File: src/rtl/countdown_timer_ctrl.sv
// One-shot N-bit countdown sequencer with pause/abort and a 1-cycle done pulse; count=L one edge after start, done one edge after count reaches 0.
// Optional AUTO_RELOAD_EN adds an auto_reload input that turns the timer periodic (period L+1).
module countdown_timer_ctrl #(
  parameter int N = 3
) (
  input  logic         clk,
  input  logic         clr,
  input  logic         start,
  input  logic [N-1:0] load_val,
  input  logic         pause,
  input  logic         abort,
`ifdef AUTO_RELOAD_EN
  input  logic         auto_reload,
`endif
  output logic [N-1:0] count,
  output logic         busy,
  output logic         done,
  output logic [1:0]   state
);

  typedef enum logic [1:0] {
    IDLE  = 2'd0,
    RUN   = 2'd1,
    PAUSE = 2'd2,
    DONE  = 2'd3
  } state_t;

  state_t       state_q, state_d;
  logic [N-1:0] count_q, count_d;
  logic [N-1:0] reload_q, reload_d;
  logic         pulse_q, pulse_d;
  logic         reload_en;

`ifdef AUTO_RELOAD_EN
  assign reload_en = auto_reload;
`else
  assign reload_en = 1'b0;
`endif

  always_ff @(posedge clk or negedge clr) begin
    if (!clr) begin
      state_q  <= IDLE;
      count_q  <= '0;
      reload_q <= '0;
      pulse_q  <= 1'b0;
    end else begin
      state_q  <= state_d;
      count_q  <= count_d;
      reload_q <= reload_d;
      pulse_q  <= pulse_d;
    end
  end

  always_comb begin
    state_d  = state_q;
    count_d  = count_q;
    reload_d = reload_q;
    pulse_d  = 1'b0;
    if (abort) begin
      state_d = IDLE;
      count_d = '0;
    end else begin
      case (state_q)
        IDLE: begin
          if (start) begin
            count_d  = load_val;
            reload_d = load_val;
            state_d  = RUN;
          end
        end
        RUN: begin
          if (pause) begin
            state_d = PAUSE;
          end else if (count_q == '0) begin
            // Periodic mode reloads in place and flags the period with a registered pulse.
            if (reload_en) begin
              count_d = reload_q;
              pulse_d = 1'b1;
            end else begin
              state_d = DONE;
            end
          end else begin
            count_d = count_q - N'(1);
          end
        end
        PAUSE: begin
          if (!pause) state_d = RUN;
        end
        DONE: begin
          if (start) begin
            count_d  = load_val;
            reload_d = load_val;
            state_d  = RUN;
          end else begin
            state_d = IDLE;
          end
        end
        default: begin
          state_d = IDLE;
          count_d = '0;
        end
      endcase
    end
  end

  assign count = count_q;
  assign state = state_q;
  assign busy  = (state_q == RUN) || (state_q == PAUSE);
  assign done  = (state_q == DONE) || pulse_q;

endmodule

File: config.mk
export PLATFORM = sky130hd
export DESIGN_NAME = countdown_timer_ctrl
export DESIGN_NICKNAME = d
export VERILOG_FILES = /design/src/rtl/countdown_timer_ctrl.sv
export SDC_FILE = /design/constraint.sdc
export NUM_CORES = 1
export LEC_CHECK = 0
export BUFFER_PORTS_ARGS = -buffer_cell sky130_fd_sc_hd__buf_2
export CAP_MARGIN = 20
export CORE_AREA = 3 3 40 42
export DETAILED_ROUTE_END_ITERATION = 8
export DIE_AREA = 0 0 43 45
export PLACE_DENSITY_LB_ADDON = 0.1
export SYNTH_ARGS = -nofsm -noshare
export SYNTH_HDL_FRONTEND = slang
export SYNTH_SLANG_ARGS = --single-unit
export TNS_END_PERCENT = 1
File: constraint.sdc
create_clock -name clk -period 2.05 [get_ports clk]
set_clock_uncertainty 0.1 [all_clocks]
set_input_delay 0.205 -clock clk [delete_from_list [all_inputs] [get_ports clk]]
set_output_delay 0.205 -clock clk [all_outputs]
set_load 0.005 [all_outputs]
==> key figures <==
Outcome
  • Status: complete, no violations

Setup path
  • Worst-path cell chain: inv_1 -> ha_1 -> nor2_1 -> o22ai_2 -> a211o_1 -> a21oi_1
  • Crit path buf inv count: 1
  • CP Launch Type: flip-flop
  • Worst Path Arrival: 1940 ps
  • Crit Path Max Fanout: 9
  • Crit Path Class: flip-flop to flip-flop
  • CP delay by family, top: compound AO/OA/AOI/OAI gates
  • Max incr delay on CP: 440 ps
  • Worst Setup End Kind: flip-flop
  • Slowest stage cell, crit path: dfrtp_1
  • Reg2Reg Depth: 6
  • Reg2Reg Setup Slack: 160 ps
  • CP Data Required Time: 2110 ps
  • R2r endpoint: count[2]
  • Reg-to-reg startpoint: state[0]

Floorplanning
  • Die width: 43 um
  • Initial Util: 30.8%
  • Io pins: 15
  • Die Ht: 45 um
  • Core Region: 0.00128 mm^2
  • Die area: 0.00194 mm^2
  • Std cell rows: 13

Clock tree
  • CTS buffer count: 3
  • Resize count post-CTS: 0
  • Reg clk slew, reported paths: 40 ps
  • Root Driver: clkbuf_4
  • CTS Buffer Depth: 2
  • CTS sink count: 5
  • Hold Buf Count CTS: 1
  • CTS tree: built
  • H-tree Lvls: 1
  • Post-CTS Repair Setup Buffers: 0
  • Clk Latency, worst-skew pair: 240 ps

Layout
  • Final Instance Area: 523 um^2
  • Layout Nets: 77
  • Fin cells: 75
  • Syn-to-layout area delta: 32.3%
  • Fillers: 145
  • ANT cells: 0
  • Share of cells above drive strength 1: 35.0%

Place
  • Placed wire-length estimate: 668 um
  • GPL Wtd Cong: 0.669
  • Dpl cells: 70
  • Port buffer count: 14
  • Placed cell areas: 487 um^2

Logic synthesis
  • Cell variety after synth: 13
  • Synth Instances: 41
  • Avg Cell Area, Syn: 9.64 um^2
  • Yosys reg bits: 5
  • Netlist Area Pre-Place: 395 um^2
  • Post-Syn Nets: 57
  • Synthesis Warnings: 0
  • Seq/Total Area, Yosys: 31.6%

Power and ir drop
  • Maximum vdd drop: 0.525 mV
  • Leak: 0.278 nW
  • PwrDens: 1200 mW/mm^2

GRT
  • First-pass GRT wire length: 1.34 mm
  • Met1 Use GR: 12.5%
  • Vias in the first global route: 315
  • Met2 Use GR: 13.2%
  • Met3 Usage GRT: 2.39%
  • Initial antenna violation count: 0
  • Busiest grt layer: met2
  • GRT Total Usage: 9.46%
  • Largest net degree at the start of global routing: 10
  • Remaining Overflow, GRT: 0

Routing
  • DRC violations left: 0
  • Detail Route Antenna Nets: 0
  • Via count: 326
  • Drt via density: 4.35
  • Iteration-0 DRC Markers: 1
  • Final wirelength: 844 um
  • TritonRoute pass-1 iters: 3
  • DR WL/cell: 11.3 um

STA
  • Crit share post-route: 92.1%
  • Final Max Tran Viols: 0
  • FMAX: 530 MHz
  • Post-route minimum period: 1890 ps
  • Headroom to the max-slew limit: 81.5%
  • Unrepaired setup endpoints after global routing: false
  • Worst-margin pin slew: 277 ps
  • Aggregate negative setup slack: 0 ps
  • Fin. Hold Viols: 0
  • Final setup vio count: 0

Hold path
  • Worst hold stages: 2
  • Min-delay src: abort
  • Hold Crit Class: input port to flip-flop
  • End of the worst hold path: count[1]

Run
  • Number of max-cap violations: 0
==> metal layers <==
layer  wire length (um)  vias to the layer above
met1                442                      141
met2                356                        8
met4                  0                        0
met3                 45                        0
li1                   -                      177
met5                  0                        -
==> sequential cells by signal, indices dropped and copies added, names as in the netlist <==
name and cells:
count 3, state 2
==> cells in the mapped netlist <==
library cell | count | area, um^2
o22ai_2 | 1 | 12.5
a211o_1 | 3 | 26.3
a211oi_1 | 2 | 15.0
a221o_2 | 1 | 11.3
a21oi_1 | 3 | 15.0
nand2_1 | 3 | 11.3
ha_1 | 8 | 100
mux2i_1 | 2 | 20.0
nor3b_2 | 1 | 12.5
inv_1 | 6 | 22.5
buf_2 | 1 | 5.00
nor2_1 | 5 | 18.8
dfrtp_1 | 5 | 125
==> final cells by class <==
type	count	area (um^2)	area share (%)
Timing Repair Buffer	16	87.6	16.7
Multi-Input combinational cell	29	243	46.4
Clock buffer	4	26.3	5.02
Tap cell	15	18.8	3.59
Inverter	6	22.5	4.31
Sequential cell	5	125	23.9
==> cell usage in the layout, fill, tap and decap left out, types with 2 or more instances in the layout <==
master,instances
nand2_1,3
ha_1,8
mux2i_1,2
a211o_1,3
buf_2,14
a21oi_1,3
clkbuf_4,3
nor2_1,5
inv_1,6
a211oi_1,2
dfrtp_1,5
==> cell families (layout without fill, tap and decap cells) <==
group           Yosys count  after routing  share of synthesized area [%]
fa+ha+maj                 8              8                           25.3
flops                     5              5                           31.6
buf+inv                   7             26                           6.96
mux                       2              2                           5.06
compound gates           10             10                           20.3
simple gates              9              9                           10.8
==> worst max-delay path by stage <==
stage | depth (start not counted) | end | from | slack (ps)
2_1_floorplan | 7 | count[1] | state[0] | 250
4_1_cts | 6 | count[2] | state[0] | 160
3_3_place_gp | 6 | count[2] | state[0] | 170
3_5_place_dp | 6 | count[2] | state[0] | 170
6_report | 6 | count[2] | state[0] | 160
5_1_grt | 6 | count[2] | state[0] | 20
==> report_power, final <==
group          total, mW  internal [mW]  switching [mW]
sequential         0.172          0.134          0.0387
combinational      0.343          0.168           0.175
clock              0.111         0.0734          0.0379
==> through the flow <==
| stage | total power, mW | hold WS [ps] | util, % | setup WS [ps] |
|---|---|---|---|---|
| 5_1_grt | 0.701 | 92.4 | 40.7 | 15.8 |
| 6_report | 0.627 | 100 | 40.7 | 163 |
| 2_1_floorplan | 0.406 | -191 | - | 253 |
| 4_1_cts | 0.641 | 94.9 | 40.7 | 161 |
| 3_3_place_gp | 0.532 | -76.9 | 37.9 | 167 |
| 3_5_place_dp | 0.524 | -78.7 | 37.9 | 169 |
==> worst reg2reg max path, cell delays in order (launching register included) <==
cell and delay (ps):
dfrtp_1 440, inv_1 110, ha_1 420, nor2_1 160
o22ai_2 130, a211o_1 290, a21oi_1 150
Power figures use the tool's default switching activity.
